[config.mk]
export PLATFORM = sky130hd
export DESIGN_NAME = sha_digest_uart_tx_flat
export DESIGN_NICKNAME = d
export VERILOG_FILES = /design/src/rtl/sha_digest_uart_tx_if.sv /design/src/rtl/sha_digest_uart_tx.sv /design/src/flat_wrapper.sv
export SDC_FILE = /design/constraint.sdc
export NUM_CORES = 1
export LEC_CHECK = 0
export BUFFER_PORTS_ARGS = -buffer_cell sky130_fd_sc_hd__buf_2
export CORE_AREA = 5 5 207 209
export CTS_BUF_LIST = sky130_fd_sc_hd__clkbuf_8
export DETAILED_ROUTE_END_ITERATION = 6
export DIE_AREA = 0 0 212 214
export PLACE_DENSITY = 0.51
export SYNTH_ARGS = -nofsm -noshare
export SYNTH_HDL_FRONTEND = slang
export SYNTH_SLANG_ARGS = --single-unit
[constraint.sdc]
create_clock -name clk -period 3.15 [get_ports clk]
set_input_delay 0.4725 -clock clk [delete_from_list [all_inputs] [get_ports clk]]
set_output_delay 0.4725 -clock clk [all_outputs]
set_load 0.03 [all_outputs]
[src/rtl/sha_digest_uart_tx_if.sv]
// ---------------------------------------------------------------------------
// sha_digest_uart_tx_if
//   Groups the byte stream from the SHA-256 core and the UART status lines
//   that the digest transmitter presents to the rest of the system.
//
//   SHA_dv_flag   : digest byte valid (SHA core -> transmitter)
//   SHA_core_out  : digest byte, MSB of H0 first (SHA core -> transmitter)
//   uart_tx_out   : 8N1 serial line, idle high (transmitter -> system)
//   tx_busy       : digest capture/transmission in progress
//   tx_done       : one-cycle pulse after the last stop bit
//   overrun       : one-cycle pulse per valid byte dropped while sending
//
//   master : the side producing digest bytes and observing status
//   slave  : the digest transmitter itself
// ---------------------------------------------------------------------------
interface sha_digest_uart_tx_if;
  logic       SHA_dv_flag;
  logic [7:0] SHA_core_out;
  logic       uart_tx_out;
  logic       tx_busy;
  logic       tx_done;
  logic       overrun;

  modport master (
    output SHA_dv_flag,
    output SHA_core_out,
    input  uart_tx_out,
    input  tx_busy,
    input  tx_done,
    input  overrun
  );

  modport slave (
    input  SHA_dv_flag,
    input  SHA_core_out,
    output uart_tx_out,
    output tx_busy,
    output tx_done,
    output overrun
  );
endinterface

[src/rtl/sha_digest_uart_tx.sv]
// ---------------------------------------------------------------------------
// sha_digest_uart_tx
//   Captures one complete SHA-256 digest (DIGEST_BYTES bytes) from the hash
//   core, then streams it out as back-to-back 8N1 UART frames, LSB first.
//
//   Parameters
//     CLKS_PER_BIT : clk cycles per UART bit (2..65535)
//     DIGEST_BYTES : bytes per digest
//
//   Ports
//     clk  : system clock, rising edge
//     rst  : asynchronous active-high reset
//     bus  : slave modport of sha_digest_uart_tx_if (byte input, serial
//            output, busy/done/overrun status)
// ---------------------------------------------------------------------------
module sha_digest_uart_tx #(
  parameter int CLKS_PER_BIT = 868,
  parameter int DIGEST_BYTES = 32
) (
  input  logic                  clk,
  input  logic                  rst,
  sha_digest_uart_tx_if.slave   bus
);

  localparam int IDX_W  = $clog2(DIGEST_BYTES + 1);
  localparam int ADDR_W = (DIGEST_BYTES > 1) ? $clog2(DIGEST_BYTES) : 1;

  localparam logic [IDX_W-1:0]  LAST_CAP  = IDX_W'(DIGEST_BYTES - 1);
  localparam logic [ADDR_W-1:0] LAST_TX   = ADDR_W'(DIGEST_BYTES - 1);
  localparam logic [15:0]       BAUD_LAST = 16'(CLKS_PER_BIT - 1);

  typedef enum logic [2:0] {
    IDLE,
    CAPTURE,
    START,
    DATA,
    STOP,
    DONE
  } state_t;

  logic [7:0]        buffer_q [DIGEST_BYTES];
  state_t            state_q;
  logic [IDX_W-1:0]  capIdx_q;
  logic [ADDR_W-1:0] txIdx_q;
  logic [15:0]       baudCnt_q;
  logic [2:0]        bitIdx_q;
  logic              txLine_q;
  logic              busy_q;
  logic              done_q;
  logic              overrun_q;

  logic              captureEn_d;
  logic              bitEnd_d;
  logic [7:0]        txByte_d;

  // Bytes are accepted only while collecting a digest; once sending starts
  // any new valid byte is an overrun and must not disturb the buffer.
  // IDLE always has capIdx_q at zero, so both states share one write port.
  assign captureEn_d = bus.SHA_dv_flag && ((state_q == IDLE) || (state_q == CAPTURE));
  assign bitEnd_d    = (baudCnt_q == BAUD_LAST);
  assign txByte_d    = buffer_q[txIdx_q];

  // Digest storage. No reset: every entry is rewritten during capture
  // before the transmitter is allowed to read it.
  always_ff @(posedge clk) begin
    if (captureEn_d) begin
      buffer_q[capIdx_q[ADDR_W-1:0]] <= bus.SHA_core_out;
    end
  end

  // Capture/transmit sequencer. Every output is a flop updated on the same
  // edge as the state change it belongs to, so the serial line toggles
  // exactly when a bit period begins and never glitches. The baud counter
  // wraps on each bit boundary, which makes consecutive frames abut with
  // no idle time between the stop bit and the next start bit.
  always_ff @(posedge clk or posedge rst) begin
    if (rst) begin
      state_q   <= IDLE;
      capIdx_q  <= '0;
      txIdx_q   <= '0;
      baudCnt_q <= '0;
      bitIdx_q  <= '0;
      txLine_q  <= 1'b1;
      busy_q    <= 1'b0;
      done_q    <= 1'b0;
      overrun_q <= 1'b0;
    end else begin
      done_q    <= 1'b0;
      overrun_q <= 1'b0;
      case (state_q)
        IDLE, CAPTURE: begin
          if (bus.SHA_dv_flag) begin
            capIdx_q <= capIdx_q + 1'b1;
            busy_q   <= 1'b1;
            if (capIdx_q == LAST_CAP) begin
              state_q   <= START;
              baudCnt_q <= '0;
              txIdx_q   <= '0;
              bitIdx_q  <= '0;
              txLine_q  <= 1'b0;
            end else begin
              state_q <= CAPTURE;
            end
          end
        end

        START: begin
          overrun_q <= bus.SHA_dv_flag;
          if (bitEnd_d) begin
            baudCnt_q <= '0;
            bitIdx_q  <= '0;
            txLine_q  <= txByte_d[0];
            state_q   <= DATA;
          end else begin
            baudCnt_q <= baudCnt_q + 16'd1;
          end
        end

        DATA: begin
          overrun_q <= bus.SHA_dv_flag;
          if (bitEnd_d) begin
            baudCnt_q <= '0;
            if (bitIdx_q == 3'd7) begin
              txLine_q <= 1'b1;
              state_q  <= STOP;
            end else begin
              bitIdx_q <= bitIdx_q + 3'd1;
              txLine_q <= txByte_d[bitIdx_q + 3'd1];
            end
          end else begin
            baudCnt_q <= baudCnt_q + 16'd1;
          end
        end

        STOP: begin
          overrun_q <= bus.SHA_dv_flag;
          if (bitEnd_d) begin
            baudCnt_q <= '0;
            if (txIdx_q == LAST_TX) begin
              state_q <= DONE;
              done_q  <= 1'b1;
              busy_q  <= 1'b0;
            end else begin
              txIdx_q  <= txIdx_q + 1'b1;
              txLine_q <= 1'b0;
              state_q  <= START;
            end
          end else begin
            baudCnt_q <= baudCnt_q + 16'd1;
          end
        end

        DONE: begin
          capIdx_q <= '0;
          txIdx_q  <= '0;
          state_q  <= IDLE;
        end

        default: begin
          state_q <= IDLE;
        end
      endcase
    end
  end

  assign bus.uart_tx_out = txLine_q;
  assign bus.tx_busy     = busy_q;
  assign bus.tx_done     = done_q;
  assign bus.overrun     = overrun_q;

endmodule
[src/flat_wrapper.sv]
// flat-port wrapper written by rule: the top's interface ports become plain ports
module sha_digest_uart_tx_flat 
#(
  parameter int CLKS_PER_BIT = 868,
  parameter int DIGEST_BYTES = 32
)
  (clk, rst, bus_SHA_dv_flag, bus_SHA_core_out, bus_uart_tx_out, bus_tx_busy, bus_tx_done, bus_overrun);
  sha_digest_uart_tx_if bus_i ();
  input  logic clk;
  input  logic rst;
  input wire logic [$bits(bus_i.SHA_dv_flag)-1:0] bus_SHA_dv_flag;
  input wire logic [$bits(bus_i.SHA_core_out)-1:0] bus_SHA_core_out;
  output wire logic [$bits(bus_i.uart_tx_out)-1:0] bus_uart_tx_out;
  output wire logic [$bits(bus_i.tx_busy)-1:0] bus_tx_busy;
  output wire logic [$bits(bus_i.tx_done)-1:0] bus_tx_done;
  output wire logic [$bits(bus_i.overrun)-1:0] bus_overrun;
  assign bus_i.SHA_dv_flag = bus_SHA_dv_flag;
  assign bus_i.SHA_core_out = bus_SHA_core_out;
  assign bus_uart_tx_out = bus_i.uart_tx_out;
  assign bus_tx_busy = bus_i.tx_busy;
  assign bus_tx_done = bus_i.tx_done;
  assign bus_overrun = bus_i.overrun;
  sha_digest_uart_tx #(.CLKS_PER_BIT(CLKS_PER_BIT), .DIGEST_BYTES(DIGEST_BYTES)) u_core (.clk(clk), .rst(rst), .bus(bus_i));
endmodule
==> results of run 1 <==
[sequential cells by signal, indices dropped and copies added, names as in the netlist]
name	cells
u_core.baudCnt_q	16
u_core.bitIdx_q	3
u_core.buffer_q	256
u_core.bus.overrun	1
u_core.bus.tx_busy	1
u_core.bus.tx_done	1
u_core.bus.uart_tx_out	1
u_core.capIdx_q	6
u_core.state_q	3
u_core.txIdx_q	5
[worst min-delay path, delay by kind of cell]
kind	cells	cell delay [ps]
buf+inv	2	230
compound gates	1	70
[layer usage]
layer | global-route usage | vias to the layer above
li1 | - | 3084
met1 | 0.188 | 3567
met2 | 0.198 | 187
met3 | 0.0250 | 46
met4 | 0.0318 | 0
met5 | 0 | -
[cell usage in the layout, fill, tap and decap left out, types with 8 or more instances in the layout]
master	count
o21ai_0	35
buf_4	56
mux4_1	8
buf_2	14
nor3_1	9
mux2i_1	32
a21oi_1	20
ha_1	9
nand4_1	8
clkbuf_8	51
inv_1	25
clkinv_1	17
edfxtp_1	256
nand3_1	16
mux4_2	41
nor2_1	63
dfrtp_1	34
nand2_1	42
[logic make-up after synthesis]
group | Yosys count
adder cells (fa/ha/maj) | 9
multiplexers | 86
buffers and inverters | 50
AO/OA/AOI/OAI | 110
flip-flops | 293
AND/OR/NAND/NOR | 175
XOR/XNOR | 6
[final timing paths]
kind / start / to / slack, ps / depth (start not counted)
max: u_core.txIdx_q[0] / u_core.txIdx_q[0] / 270 / 9
min: bus_SHA_dv_flag / u_core.bus.overrun / 250 / 3
max reg2reg: u_core.txIdx_q[0] / u_core.txIdx_q[0] / 270 / 9
min reg2reg: u_core.bus.tx_busy / u_core.bus.tx_busy / 500 / 2
max in group asynchronous: rst / u_core.bus.uart_tx_out / 1920 / 4
min in group asynchronous: rst / u_core.baudCnt_q[11] / 440 / 3
[layout make-up]
class	instances	share of cell area
timing repair buffer	75	0.0414
tap	532	0.0474
clock buffer	51	0.0500
multi-input combinational	386	0.229
inverter	14	0.00374
sequential	293	0.614
clock inverter	37	0.0144
[where the power goes]
group / leakage (nW) / total (mW) / internal (mW) / switching [mW]
Sequential: 2.78 / 4.23 / 4.23 / 0.00238
Combinational: 1.31 / 0.0853 / 0.00985 / 0.0755
Clock: 0.504 / 3.15 / 1.66 / 1.49
[per-stage QoR]
step / cells / area [sq um] / setup WS, ps
floorplan: 729 / 12100 / 886
global placement: 1299 / 13100 / 311
detailed placement: 1299 / 13100 / 351
CTS: 1388 / 14000 / 306
global route: 1388 / 14000 / 196
finish: 1388 / 14000 / 271
[what timing repair did]
action,CTS,global route
endpoints found under the hold margin,10,0
setup buffers,0,0
hold buffers,1,0
endpoints found under the setup margin,0,0
==> impl_metrics.ini, run 1 <==
[power]
ir_worst_vdd_mv = 0.233
cellLeakagePower_nw = 4.60
power_density_nw_per_um2 = 532
power_mw = 7.47

[synth]
synth_xor_area_frac = 0.00434
synthAdderAreaFrac = 0.00931
synth_cells = 729
ys_types = 58
synth_top_area_share = 0.635
synth-async-reset-ratio = 0.126
avgSynthCellArea_sq_um = 16.6
synth_top_cell_by_area = edfxtp_1
syn_area_sq_um = 12100
yosysMostFrequentCell = edfxtp_1
yosysWarnings = 0
synth-simple-area-share = 0.0682
ys_seq_area_frac = 0.712
synth_nets = 749
synth_compound_gate_area_share = 0.0589
muxShareOfSynthArea = 0.125
synth_edf_count = 256
synth_common_cells = edfxtp_1, nor2_1, nand2_1
yosys-top-cells-area = edfxtp_1, mux4_2, dfrtp_1
ys_ff_latch = 293
synth_top_family_by_area = multiplexers
synth_flop_cell = edfxtp_1

[sta]
setup_viol = 0
worst_pin_slew_ps = 819
post-route-min-period_ps = 2880
final_hold_viol_count = 0
finalCritPeriodShare = 0.914
max_slew_margin = 0.452
whs_ps = 249
grt_setup_unrepaired = no
max_clock_freq_mhz = 347
drv_slew = 0
finClkSkew_ps = 16.1
fin_setup_tns_ps = 0

[clock_network]
cts_tree = done
cts-root-buf = clkbuf_8
cts_max_level = 2
clock_path_buffers = 3
clk_pin_slew_worst_paths_ps = 60
cts.repair.resized = 0
cts_buffers = 49
cts.sinks = 293
clkLatencyLatePin_ps = 570

[finish]
nFillCells = 3860
seqCellArea_sq_um = 8620
drive_above_1_share = 0.220
postLayoutCoreUtil = 0.345
fin_nets = 839
multiInputGateArea_sq_um = 3210
syn2layout_area_growth_pct = 16.0
antenna_cells = 0

[flow_run]
maxCapViolations = 0

[critical_path]
required_ps = 3560
critPathCaptureType = flop
cpPeakStageDelay_ps = 700
crit_path_max_fanout = 30
cpLargestDelayFamily = flip-flops
path_cells = buf_12, ha_1, and3_1, ha_1, nor2_1, o31ai_1, buf_4, or2_2, o21ai_0
crit_type = flop to flop
cp.buffers_inverters = 2
path_common_cell = ha_1
critPathLaunchType = flop
slowest_stage = dfrtp_4
critPathArrivalTime_ps = 3290

[grt]
grt.total_usage = 0.129
grt-ovfl-total = 0
grt_first_pass_wirelength_um = 44500
grt_max_degree = 33
antenna_found_initial = 0
first_global_vias = 6964

[routing]
dr.max_layer_used = met4
avgRoutedWirePerCell_um = 21.1
first_pass_iters = 7
vias_per_cell = 4.96
drt-initial-drc-count = 786
wl_met2_um = 13500
dr_wl_met3_um = 1380
met1Wirelength_um = 13900
via_count = 6884
post-route-drc-count = 0
wl_um = 29300
ant_nets = 0

[min_path]
hold_path.class = input pin to flop

[floorplanning]
rows = 74
dieArea_sq_um = 45400
start_util = 0.298
coreArea_sq_um = 40600
io_pins = 15
fp.dieW_um = 212
die_h_um = 214

[placed_design]
port_buffers = 14
gp_congestion = 0.823
hpwl_um = 18500

[run_status]
status = finished clean
(Power assumes the default switching activity.)
==> run 2, diff against run 1 <==
- clock period: 3.15 -> 3.55 ns (I/O delays scaled with it)
==> impl_metrics.ini, run 2 (same netlist as run 1, synthesis figures left out) <==
[routing]
wl_um = 28500
ant_nets = 0
post-route-drc-count = 0
drt-initial-drc-count = 585
avgRoutedWirePerCell_um = 20.7
first_pass_iters = 5
vias_per_cell = 4.86
via_count = 6702

[grt]
antenna_found_initial = 0
grt.total_usage = 0.125
grt-ovfl-total = 0
grt_max_degree = 33
grt_first_pass_wirelength_um = 43700
first_global_vias = 6944

[clock_network]
cts-root-buf = clkbuf_8
clk_pin_slew_worst_paths_ps = 60
post_cts_buffers = 0
hold_buffers = 0
cts_tree = done
cts.repair.resized = 0
cts.sinks = 293
cts_max_level = 2
clkLatencyLatePin_ps = 570
cts_buffers = 48
clock_path_buffers = 3

[finish]
largest_register_ffs = 256
layout_commonest_cell = edfxtp_1
fin_nets = 832
syn2layout_area_growth_pct = 15.3
postLayoutCoreUtil = 0.343
drive_above_1_share = 0.217
final_cell_mix = edfxtp_1, nor2_1, buf_4

[power]
ir_worst_vdd_mv = 0.216
p_comb_frac = 0.011
power_density_nw_per_um2 = 473
power_mw = 6.59
swShare = 0.207
p_seq_frac = 0.569
switchingPower_mw = 1.37
p_int_mw = 5.23
cellLeakagePower_nw = 4.56
p_clk_frac = 0.420

[run_status]
status = finished clean

[floorplanning]
io_pins = 15
dieArea_sq_um = 45400
die_h_um = 214
coreArea_sq_um = 40600
start_util = 0.298
fp.dieW_um = 212
rows = 74

[flow_run]
maxCapViolations = 0

[sta]
drv_slew = 0
worst_pin_slew_ps = 1060
post-route-min-period_ps = 2730
max_clock_freq_mhz = 366
fin_ws_ps = 815
finalCritPeriodShare = 0.770
setup_viol = 0
fin_setup_tns_ps = 0
max_slew_margin = 0.291
final_hold_viol_count = 0
grt_setup_unrepaired = no
finClkSkew_ps = 24.3
whs_ps = 216

[placed_design]
port_buffers = 14
hpwl_um = 18200
gp_congestion = 0.858
post-place-ws_ps = 794

[critical_path]
critPathLaunchType = flop
r2r_setup_slack_ps = 820
crit_path_max_fanout = 26
critPathCaptureType = flop
crit_type = flop to flop
critPathArrivalTime_ps = 3240
required_ps = 4060

[min_path]
hold_path.class = input pin to asynchronous set/reset pin
-- run 2: per-stage QoR --
stage / area (sq um) / std cells
3_5_place_dp: 13100 / 1294
2_1_floorplan: 12100 / 729
6_report: 13900 / 1378
3_3_place_gp: 13100 / 1294
5_1_grt: 13900 / 1377
4_1_cts: 13900 / 1377
-- run 2: power by group through the flow --
stage / clock network, mW / logic (mW) / registers (mW)
6_report: 2.77 / 0.0733 / 3.75
5_1_grt: 3.02 / 0.0837 / 3.75
4_1_cts: 2.86 / 0.0769 / 3.75
2_1_floorplan: 0 / 0.0116 / 3.83
3_5_place_dp: 0 / 0.0769 / 3.82
3_3_place_gp: 0 / 0.0759 / 3.82
-- run 2: area by class of cell --
| cell class | instances | area (sq um) |
|---|---|---|
| antenna | 1 | 2.50 |
| clock buffer | 51 | 702 |
| clock inverter | 32 | 188 |
| fill | 3884 | 26700 |
| inverter | 14 | 52.6 |
| multi-input combinational | 386 | 3210 |
| sequential | 293 | 8620 |
| tap | 532 | 666 |
| timing repair buffer | 69 | 508 |
-- run 2: layer usage --
metal,routed length [um],GRT usage,share of wire
met1,13600,0.185,0.48
met2,12600,0.185,0.44
met3,1660,0.0281,0.058
met4,665,0.0380,0.023
met5,0,0,0
-- run 2: worst paths after layout --
check | cells past startpoint | endpoint | startpoint
worst max-delay path | 7 | u_core.bus.uart_tx_out | u_core.txIdx_q[1]
worst min-delay path | 2 | u_core.baudCnt_q[15] | rst
worst max register to register | 7 | u_core.bus.uart_tx_out | u_core.txIdx_q[1]
worst min register to register | 1 | u_core.baudCnt_q[0] | u_core.baudCnt_q[0]
max in group asynchronous | 3 | u_core.capIdx_q[3] | rst
min in group clk | 3 | u_core.bus.overrun | bus_SHA_dv_flag
-- run 2: critical path, stage by stage, from the launching register on --
cell and delay [ps]:
dfrtp_2 820, nand3_1 520, o221ai_1 410, a21oi_1 70, a21oi_1 310, nand2_1 90, a221oi_1 250, o31a_1 180
==> run 3, diff against run 2 <==
- ABC_AREA: not set -> 1
- CORE_AREA: 5 5 207 209 -> 5 5 212 214
- DIE_AREA: 0 0 212 214 -> 0 0 217 219
- PLACE_DENSITY: 0.51 -> 0.52
- clock period: 3.55 -> 2.4 ns (I/O delays scaled with it)
==> impl_metrics.ini, run 3 <==
[sta]
finClkSkew_ps = 18.0
post-route-min-period_ps = 2140
worst_pin_slew_ps = 758
finalCritPeriodShare = 0.893
max_slew_margin = 0.495
max_clock_freq_mhz = 467
drv_slew = 0
fin_ws_ps = 258
fin_setup_tns_ps = 0
setup_viol = 0
final_hold_viol_count = 0

[finish]
final_cell_mix = nand2_1, edfxtp_1, nor2_1
fin_nets = 1287
nFillCells = 4257
postLayoutCoreUtil = 0.342
largest_register_ffs = 256
antenna_cells = 0
syn2layout_area_growth_pct = 15.6
drive_above_1_share = 0.123
layout_commonest_cell = nand2_1

[placed_design]
port_buffers = 14
gp_congestion = 0.839
hpwl_um = 20400
post-place-ws_ps = 267

[min_path]
hold_path.class = input pin to flop
min_from = bus_SHA_dv_flag
min_path_cells = 3
holdPathEnd = u_core.bus.overrun

[synth]
yosysMostFrequentCell = nand2_1
yosys-top-cells-area = edfxtp_1, nand2_1, dfrtp_1
synth_common_cells = nand2_1, edfxtp_1, nor2_1
avgSynthCellArea_sq_um = 10.6
synth_edf_count = 256
ys_seq_area_frac = 0.681
syn_area_sq_um = 12600
ys_ff_latch = 293
synth_flop_cell = edfxtp_1
synth_top_cell_by_area = edfxtp_1
yosysWarnings = 0
synth_top_area_share = 0.608
synth_cells = 1193
ys_types = 43
synth_nets = 1213
synth-async-reset-ratio = 0.126

[power]
cellLeakagePower_nw = 5.58
p_comb_frac = 0.011
swShare = 0.218
power_density_nw_per_um2 = 666
p_seq_frac = 0.570
ir_worst_vdd_mv = 0.521
switchingPower_mw = 2.12
p_clk_frac = 0.419
p_int_mw = 7.61

[clock_network]
cts_tree = done
cts-root-buf = clkbuf_8
clk_pin_slew_worst_paths_ps = 60
post_cts_buffers = 0
clock_path_buffers = 3
cts_buffers = 50
cts.sinks = 293
clkLatencyLatePin_ps = 580
cts_max_level = 2

[routing]
post-route-drc-count = 0
drt-initial-drc-count = 736
avgRoutedWirePerCell_um = 17.8
wl_um = 33000
ant_nets = 0
via_count = 8643
first_pass_iters = 5
vias_per_cell = 4.66

[grt]
grt_max_degree = 82
grt_first_pass_wirelength_um = 51300
use_met2 = 0.227
first_global_vias = 8823
grt.total_usage = 0.139
grt_use_met3 = 0.0306
use_met1 = 0.185
grt-ovfl-total = 0
busiest_layer = met2
antenna_found_initial = 0

[critical_path]
critPathArrivalTime_ps = 2610
crit_type = flop to flop
required_ps = 2870
r2r_setup_slack_ps = 260
critPathCaptureType = flop
critPathLaunchType = flop
r2r_end = u_core.txIdx_q[2]
r2r_start = u_core.txIdx_q[0]
r2r_cells = 12
crit_path_max_fanout = 7

[floorplanning]
die_h_um = 219
start_util = 0.296
rows = 76
dieArea_sq_um = 47500
io_pins = 15
fp.dieW_um = 217
coreArea_sq_um = 42700

[flow_run]
maxCapViolations = 0

[run_status]
status = finished clean
-- run 3: cell types whose count changed after synthesis, moves of 38 or more --
cell	change
nand2_1	+243
nand3_1	+122
nor2_1	+115
mux4_2	-41
inv_1	+61
o21ai_0	+38
-- run 3: routing by layer --
metal,vias to the layer above,wire (um)
met1,4168,14900
met3,61,1660
met4,0,893
met5,-,0
met2,196,15500
li1,4218,-
-- run 3: how the worst max path moves through the flow --
stage                                   endpoint  slack, ps           startpoint  depth (start not counted)
final                          u_core.txIdx_q[2]        260    u_core.txIdx_q[0]                         12
after global routing           u_core.txIdx_q[2]       -0.3    u_core.txIdx_q[0]                         12
after CTS                 u_core.bus.uart_tx_out        210    u_core.txIdx_q[0]                         13
after detailed placement  u_core.bus.uart_tx_out        270  u_core.baudCnt_q[0]                          9
after global placement    u_core.bus.uart_tx_out        280    u_core.txIdx_q[0]                         13
after floorplan           u_core.buffer_q[11][0]        340    u_core.state_q[1]                          5
-- run 3: cell type report --
class / count / area, sq um / area share
multi-input combinational: 766 / 3500 / 0.239
timing repair buffer: 71 / 604 / 0.0413
inverter: 85 / 320 / 0.0219
clock inverter: 43 / 205 / 0.0140
sequential: 293 / 8620 / 0.590
tap: 546 / 683 / 0.0467
clock buffer: 50 / 688 / 0.0471
-- run 3: logic make-up after synthesis --
logic type | Yosys count | synth area share
buffers and inverters | 134 | 0.0427
AND/OR/NAND/NOR | 634 | 0.215
adder cells (fa/ha/maj) | 9 | 0.00890
flip-flops | 293 | 0.681
AO/OA/AOI/OAI | 123 | 0.0524
-- run 3: per-stage QoR --
| step | total power, mW | cells | hold WS, ps | cell area (sq um) |
|---|---|---|---|---|
| 3_5_place_dp | 5.76 | 1760 | 483 | 13700 |
| 5_1_grt | 10.1 | 1854 | 28.5 | 14600 |
| 3_3_place_gp | 5.76 | 1760 | 474 | 13700 |
| 2_1_floorplan | 5.66 | 1193 | 456 | 12600 |
| 4_1_cts | 9.85 | 1854 | 14.4 | 14600 |
| 6_report | 9.73 | 1854 | 77.5 | 14600 |
-- run 3: timing repair --
action / in CTS / in global routing
hold endpoints to repair: 36 / 0
endpoints found under the setup margin: 0 / 1
hold buffers: 1 / 0
gates resized for setup: 0 / 2
-- run 3: power groups by stage --
| stage | Combinational [mW] | Clock (mW) | Sequential [mW] |
|---|---|---|---|
| finish | 0.110 | 4.07 | 5.55 |
| global route | 0.123 | 4.44 | 5.54 |
| CTS | 0.115 | 4.19 | 5.55 |
| detailed placement | 0.114 | 0 | 5.65 |
| global placement | 0.113 | 0 | 5.65 |
| floorplan | 0.0106 | 0 | 5.65 |
-- run 3: worst max-delay path, cell delays in order, from the launching register on --
cell and delay (ps):
dfrtp_4 520, ha_1 230, inv_1 80, nor2_1 50, ha_1 220, nand2_1 180, o21ai_0 150, nor2_1 110
nand2_1 140, inv_2 150, nand3_1 80, nand2_1 80, nor2_1 40
